--- src/rtl/add_sched32.sv ---
`default_nettype none
// ============================================================================
//  Module   : add_sched32
//  Brief    : Two-requester round-robin scheduler in front of a byte-serial
//             WIDTH-bit adder. One SLICE-bit add slice is reused for
//             WIDTH/SLICE cycles per operation. Each result is tagged with
//             the id of the requester that issued it.
//  Revision : 1.0  initial release
// ============================================================================
module add_sched32 #(
  parameter int WIDTH = 32,
  parameter int SLICE = 8
) (
  input  logic             clk,
  input  logic             reset,
  input  logic [1:0]       req_valid,
  output logic [1:0]       req_ready,
  input  logic [WIDTH-1:0] A0,
  input  logic [WIDTH-1:0] B0,
  input  logic             C00,
  input  logic [WIDTH-1:0] A1,
  input  logic [WIDTH-1:0] B1,
  input  logic             C01,
  output logic             res_valid,
  input  logic             res_ready,
  output logic             res_id,
  output logic [WIDTH-1:0] SUM,
  output logic             Overflow
);

  localparam int NBYTE = WIDTH / SLICE;
  localparam int CW    = (NBYTE > 1) ? $clog2(NBYTE) : 1;
  localparam logic [CW-1:0] C_CNT_LAST = CW'(NBYTE - 1);

  typedef enum logic [1:0] {
    ST_IDLE = 2'd0,
    ST_BUSY = 2'd1,
    ST_DONE = 2'd2
  } state_t;

  state_t           state_q, state_d;
  logic [WIDTH-1:0] a_q, a_d;
  logic [WIDTH-1:0] b_q, b_d;
  logic [WIDTH-1:0] sum_q, sum_d;
  logic [CW-1:0]    cnt_q, cnt_d;
  logic             carry_q, carry_d;
  logic             ovf_q, ovf_d;
  logic             res_id_q, res_id_d;
  logic             res_valid_q, res_valid_d;
  logic             last_grant_q, last_grant_d;

  logic             grant_any;
  logic             grant_id;
  logic [SLICE-1:0] a_byte;
  logic [SLICE-1:0] b_byte;
  logic [SLICE:0]   slice_res;
  logic [SLICE-1:0] slice_sum;
  logic             slice_cout;

  // Arbitration: a lone requester wins; on contention the one not served last wins.
  always_comb begin
    grant_any = 1'b0;
    grant_id  = 1'b0;
    case (req_valid)
      2'b01:   begin grant_any = 1'b1; grant_id = 1'b0;          end
      2'b10:   begin grant_any = 1'b1; grant_id = 1'b1;          end
      2'b11:   begin grant_any = 1'b1; grant_id = ~last_grant_q; end
      default: begin grant_any = 1'b0; grant_id = 1'b0;          end
    endcase
    req_ready = 2'b00;
    if ((state_q == ST_IDLE) && grant_any) begin
      req_ready = grant_id ? 2'b10 : 2'b01;
    end
  end

  // Shared add slice: selects operand byte cnt and adds it with the running carry.
  always_comb begin
    a_byte = '0;
    b_byte = '0;
    for (int i = 0; i < NBYTE; i++) begin
      if (cnt_q == CW'(i)) begin
        a_byte = a_q[i*SLICE +: SLICE];
        b_byte = b_q[i*SLICE +: SLICE];
      end
    end
    slice_res  = {1'b0, a_byte} + {1'b0, b_byte} + {{SLICE{1'b0}}, carry_q};
    slice_sum  = slice_res[SLICE-1:0];
    slice_cout = slice_res[SLICE];
  end

  // Next-state logic for the IDLE -> BUSY -> DONE operation sequence.
  always_comb begin
    state_d      = state_q;
    a_d          = a_q;
    b_d          = b_q;
    sum_d        = sum_q;
    cnt_d        = cnt_q;
    carry_d      = carry_q;
    ovf_d        = ovf_q;
    res_id_d     = res_id_q;
    res_valid_d  = res_valid_q;
    last_grant_d = last_grant_q;
    case (state_q)
      ST_IDLE: begin
        if (grant_any) begin
          a_d          = grant_id ? A1 : A0;
          b_d          = grant_id ? B1 : B0;
          carry_d      = grant_id ? C01 : C00;
          res_id_d     = grant_id;
          last_grant_d = grant_id;
          cnt_d        = '0;
          sum_d        = '0;
          state_d      = ST_BUSY;
        end
      end
      ST_BUSY: begin
        for (int i = 0; i < NBYTE; i++) begin
          if (cnt_q == CW'(i)) begin
            sum_d[i*SLICE +: SLICE] = slice_sum;
          end
        end
        carry_d = slice_cout;
        if (cnt_q == C_CNT_LAST) begin
          // Final slice: its carry-out is the unsigned carry of the full sum.
          ovf_d       = slice_cout;
          cnt_d       = '0;
          res_valid_d = 1'b1;
          state_d     = ST_DONE;
        end else begin
          cnt_d = cnt_q + 1'b1;
        end
      end
      ST_DONE: begin
        // Result registers are untouched here, so they stay stable until taken.
        if (res_ready) begin
          res_valid_d = 1'b0;
          state_d     = ST_IDLE;
        end
      end
      default: begin
        res_valid_d = 1'b0;
        state_d     = ST_IDLE;
      end
    endcase
  end

  // State and datapath registers; reset discards any operation in flight.
  always_ff @(posedge clk or posedge reset) begin
    if (reset) begin
      state_q      <= ST_IDLE;
      a_q          <= '0;
      b_q          <= '0;
      sum_q        <= '0;
      cnt_q        <= '0;
      carry_q      <= 1'b0;
      ovf_q        <= 1'b0;
      res_id_q     <= 1'b0;
      res_valid_q  <= 1'b0;
      last_grant_q <= 1'b1;
    end else begin
      state_q      <= state_d;
      a_q          <= a_d;
      b_q          <= b_d;
      sum_q        <= sum_d;
      cnt_q        <= cnt_d;
      carry_q      <= carry_d;
      ovf_q        <= ovf_d;
      res_id_q     <= res_id_d;
      res_valid_q  <= res_valid_d;
      last_grant_q <= last_grant_d;
    end
  end

  assign res_valid = res_valid_q;
  assign res_id    = res_id_q;
  assign SUM       = sum_q;
  assign Overflow  = ovf_q;

endmodule
`default_nettype wire

--- config.mk ---
export PLATFORM = sky130hd
export DESIGN_NAME = add_sched32
export DESIGN_NICKNAME = d
export VERILOG_FILES = /design/src/rtl/add_sched32.sv
export SDC_FILE = /design/constraint.sdc
export NUM_CORES = 1
export LEC_CHECK = 0
export CORE_MARGIN = 5
export CORE_UTILIZATION = 40
export CTS_CLUSTER_DIAMETER = 120
export DETAILED_ROUTE_END_ITERATION = 7
export GPL_TIMING_DRIVEN = 0
export PLACE_DENSITY = 0.75
export SLEW_MARGIN = 20
export SYNTH_ARGS = -nofsm -noshare
export SYNTH_HDL_FRONTEND = slang
export SYNTH_SLANG_ARGS = --single-unit
--- constraint.sdc ---
create_clock -name clk -period 6.2 [get_ports clk]
set_input_delay 0.93 -clock clk [delete_from_list [all_inputs] [get_ports clk]]
set_output_delay 0.93 -clock clk [all_outputs]
set_load 0.02 [all_outputs]
# [Word-level counts from Yosys, hierarchy flattened]
# Index checks and enable logic that the tools add are counted.
[op_classes] addsub=3 eq_ne=14 mux=33 n_bitwise=2 reduce_logical=14
[ops] operator="two-way mux 32 bit" n=3
[ops] operator="two-way mux 8 bit" n=12
[ops] operator="one-hot mux 32 bit (2 select lines)" n=1
[ops] operator="AND reduction 3 bit" n=6
[ops] operator="two-way mux 2 bit" n=7
[ops] operator="inequality test 2 bit, second input constant" n=6
[ops] operator="== test 2 bit, second input constant" n=5
[ops] operator="adder 8 x 8 -> 9 bit" n=1
[ops] operator="adder 9 x 1 -> 9 bit" n=1
[ops] operator="== test 2 x 1 -> 1 bit, second input constant" n=3
[ops] operator="one-hot mux 2 bit (3 select lines)" n=1
[ops] operator="AND reduction 2 bit" n=3
[ops] operator="two-way mux 1 bit" n=5
[ops] operator="zero test 2 bit" n=2
[ops] operator="one-hot mux 1 bit (2 select lines)" n=2
[ops] operator="one-hot mux 2 bit (2 select lines)" n=1
[ops] operator="one-hot mux 1 bit (3 select lines)" n=1
[ops] operator="OR reduction 3 bit" n=1
[ops] operator="adder 2 x 1 -> 2 bit, second input constant" n=1
[ops] operator="inverter 1 bit" n=2
[ops] operator="nonzero test 2 bit" n=1
[ops] operator="logical AND 1 bit" n=1
[totals] reg_bits=105 inputBits=135 out_inout_bits=37 word_cells=79

# [Logic depth before layout (Yosys ltp)]
[depth] word_depth=9 mapped_depth=15 mapped_depth_nobuf=14

# [Least setup slack after synthesis]
# No wires, ideal clock.
[synth_path] path_kind="flip-flop to flip-flop" startpoint="register cnt_q[0]" endpoint="register sum_q[14] (netlist: SUM[14])" setup_time_ns=0.122 arrival_time_ns=2.935 required_time_ns=6.078 path_slack_ns=3.143 stages_incl_launch_ff=15 n_path_buf=2 period_less_slack_ns=3.057 cell_sequence="dfrtp_1 > inv_1 > ha_1 > clkbuf_1 > clkbuf_1 > a21oi_1 > nor2_1 > a21oi_1 > fa_1 > fa_1 > nor2b_1 > o21ai_2 > a21oi_1 > o21ai_0 > a32o_1"
[synth_via] elab_chain_cells=9 word_cells_on_any_way=18 classes_between="add/sub (2); eq/ne (4); mux (10); reduce/logical (2)"
[synth_lines] item="from (decl)" line_no="45" text="logic [CW-1:0] cnt_q, cnt_d;"
[synth_lines] item="from (signal assigned)" line_no="165" text="cnt_q <= cnt_d;"
[synth_lines] item="zero test 2 bit" line_no="81" text="if (cnt_q == CW'(i)) begin"
[synth_lines] item="two-way mux 8 bit (4 in series)" line_no="81"
[synth_lines] item="adder 8 x 8 -> 9 bit" line_no="86" text="slice_res = {1'b0, a_byte} + {1'b0, b_byte} + {{SLICE{1'b0}}, carry_q};"
[synth_lines] item="adder 9 x 1 -> 9 bit" line_no="86"
[synth_lines] item="two-way mux 8 bit" line_no="118" text="if (cnt_q == CW'(i)) begin"
[synth_lines] item="one-hot mux 32 bit (2 select lines)" line_no="103" text="case (state_q)"
[synth_lines] item="to (signal assigned)" line_no="164" text="sum_q <= sum_d;"
[synth_lines] item="to (decl)" line_no="44" text="logic [WIDTH-1:0] sum_q, sum_d;"
# Several ways; a longest one is shown, not always the timed one. The select of a mux whose other input is x is not followed.
# A chain may end at the register's enable or synchronous reset.

# [Final worst setup path]
[layout_path] startpoint="register cnt_q[0]" endpoint="register sum_q[6] (netlist: SUM[6])"
[layout_via] elab_chain_cells=9 word_cells_on_any_way=18 classes_between="add/sub (2); eq/ne (4); mux (10); reduce/logical (2)"
[layout_lines] item="zero test 2 bit" line_no="81, 118"
[layout_lines] item="two-way mux 8 bit (4 in series)" line_no="81"
[layout_lines] item="adder 8 x 8 -> 9 bit" line_no="86"
[layout_lines] item="adder 9 x 1 -> 9 bit" line_no="86"
[layout_lines] item="two-way mux 8 bit" line_no="118"
[layout_lines] item="one-hot mux 32 bit (2 select lines)" line_no="103"
# Several ways; a longest one is shown, not always the timed one. The select of a mux whose other input is x is not followed.

==> run summary <==
H-tree depth: 3
Initial Util: 41.1%
DRT Wirelength: 16400 um
largest net degree at the start of global routing: 57
routability cong.: 0.894
slew margin rel.: 56.9%
sequential fraction of the synthesis area: 50.5%
FF/Latch Area: 2630 um2
num ports: 172
pwr dens: 536 nW/um2
Mean Syn Cell Area: 10.3 um2
Worst Tran Pin Value: 646 ps
Min-Delay Path Depth: 2
DP Area: 7160 um2
CP max FO: 10
Post-CTS Repair Setup Buffers: 0
DRC marker count from the first detailed-route iteration: 496
final period utilization: 64.4%
skew final: 9.54 ps
post-synth top area share: 50.0%
ys async rst share: 100%
initial antenna violation count: 0
type of origin of the critical path: flop
DP Wirelength: 13200 um
Post-DRT Antenna Nets: 0
Root Buffer: clkbuf_16
Core Util, Final: 58.7%
synthesized flop and latch total: 105
Post-synth EDFFs: 0
die height: 124 um
peak supply drop: 0.233 mV
Yosys warning count: 0
vias in the first global route: 4906
Num CTS Buffers: 9
Routed WL per cell: 19.0 um
number of placed instances, taps included: 849
FILL cells: 1118
nets: 836
area grow syn2layout: 42.9%
Total Routing Usage GR: 21.7%
maximum buffer depth of the clock tree: 2
setup TNS: 0 ps
largest area contributor in the netlist: dfrtp_1
Static Leak: 3.39 nW
hold crit path type: flop to flop
fin crit period: 3990 ps
dominant cells by area after synthesis: dfrtp_1, a222oi_1, inv_1
post-synth cell types: 39
Mapped Nets: 653
final hold viol count: 0
ant diodes: 0
share of layout cells above drive strength 1: 8.08%
clock sink count: 105
RSZ-0062 raised after global routing: false
# hold bufs at CTS: 0
Crit Path Class: flop to flop
die area: 15400 um2
Max Cap Violations: 0
port bufs: 171
Placeable Area: 12700 um2
multi-input combinational cell area: 2050 um2
pre-CTS setup slack: 2280 ps
Final Instance Count excl. Fillers: 865
gr ovfl total: 0
kind of end point of the critical path: flop
Vias/cell: 5.48
cell area after layout: 7440 um2
Vias: 4744
Syn Std Cell Area: 5200 um2
outcome: finished, final reports clean
post-CTS sizing: 0
cell row count: 41
# DRC: 0
global-route wire length before repair: 25600 um
CTS clk-pin slew, worst paths: 70 ps
top_reg_cell synth: dfrtp_1
clock latency on the worst-skew pair: 340 ps
slack of the critical path: 2210 ps
setup violators final: 0
number of max-slew violations in the final report: 0
Crit path required time: 6420 ps
R2R cell count: 14
Max Clock Freq: 250 MHz
DR pass1 iterations: 8
crit path DAT: 4220 ps
Die Span X: 124 um
TritonCTS clock tree: yes
Post-Synthesis Cells: 505
==> final timing paths <==
path | start | end | slack (ps)
max | cnt_q[0] | SUM[6] | 2210
min | SUM[16] | SUM[16] | 480
max reg2reg | cnt_q[0] | SUM[6] | 2210
min reg2reg | SUM[16] | SUM[16] | 480
max in group asynchronous | reset | last_grant_q | 4550
min in group asynchronous | reset | SUM[1] | 990
==> cells in the mapped netlist, types with 3 or more instances <==
master	count
nor2b_1	3
clkbuf_1	13
buf_2	13
buf_6	11
nand3b_1	17
dfrtp_1	104
inv_1	69
buf_4	4
o21ai_0	30
nand3_1	7
a222oi_1	64
nor2_1	8
a22o_1	16
nand2_1	52
a21o_1	6
and2_0	4
a32o_1	4
nor2_4	4
a21oi_1	41
ha_1	11
==> placed cells by master, fill, tap and decap left out, types with 5 or more instances in the layout <==
cell             count
a21o_1               6
a21oi_1             41
a222oi_1            64
a22o_1              16
buf_2               13
buf_6               11
clkbuf_1            13
clkbuf_16            9
clkdlybuf4s50_1    171
dfrtp_1            104
ha_1                11
inv_1               68
inv_6                5
nand2_1             52
nand3_1              7
nand3b_1            17
nor2_1               8
o21ai_0             30
==> kinds of logic (layout without fill, tap and decap cells) <==
family	Yosys count	after routing	synth area share, %
muxes	1	1	0.192
buffers and inverters	110	298	10.1
DFF	105	105	50.5
adders and majority gates	13	13	3.41
and+or+nand+nor	101	101	10.1
xor gates and xnor gates	4	4	0.673
AOI/OAI and AO/OA	171	171	25.0
==> state kept, by name (all words and copies together) (netlist names) <==
name	cells
b_q	32
Overflow	1
SUM	32
last_grant_q	1
carry_q	1
res_id	1
a_q	32
res_valid	1
cnt_q	2
state_q	2
==> critical path, stage by stage, from the launching register on <==
cell and delay (ps):
dfrtp_1 430, inv_1 100, ha_1 160, clkbuf_1 350
clkbuf_1 540, a21oi_1 220, nor2_1 160, a21oi_1 80
fa_1 450, fa_1 430, nor2b_1 150, o21ai_2 70
a21oi_1 220, o21ai_0 200, a32o_1 300
==> area by class of cell <==
cell class | count | share of cell area, %
sequential | 105 | 35.3
inverter | 69 | 3.55
tap | 172 | 2.89
clock buffer | 9 | 3.03
buffer | 41 | 3.60
clock inverter | 7 | 0.673
multi-input combinational | 290 | 27.5
timing repair buffer | 172 | 23.4
==> where the power goes <==
part,switching (W),total (W),internal [W]
clock network,0.000255,0.000531,0.000276
logic,0.00129,0.00226,0.000971
registers,0.000201,0.00120,0.000996
total,0.00174,0.00399,0.00224
==> routing by layer <==
| metal | part of all wire [%] | track usage [%] |
|---|---|---|
| met5 | 0 | 0 |
| met1 | 41 | 27.8 |
| met3 | 6.3 | 3.32 |
| met4 | 1.7 | 5.95 |
| met2 | 51 | 38.1 |
==> metrics by stage <==
stage	hold WS, ps	total power [W]
after global placement	468	0.00338
after detailed placement	471	0.00346
after global routing	530	0.00428
final	479	0.00399
after floorplan	477	0.00268
after CTS	486	0.00400
Power figures use the tool's default switching activity.
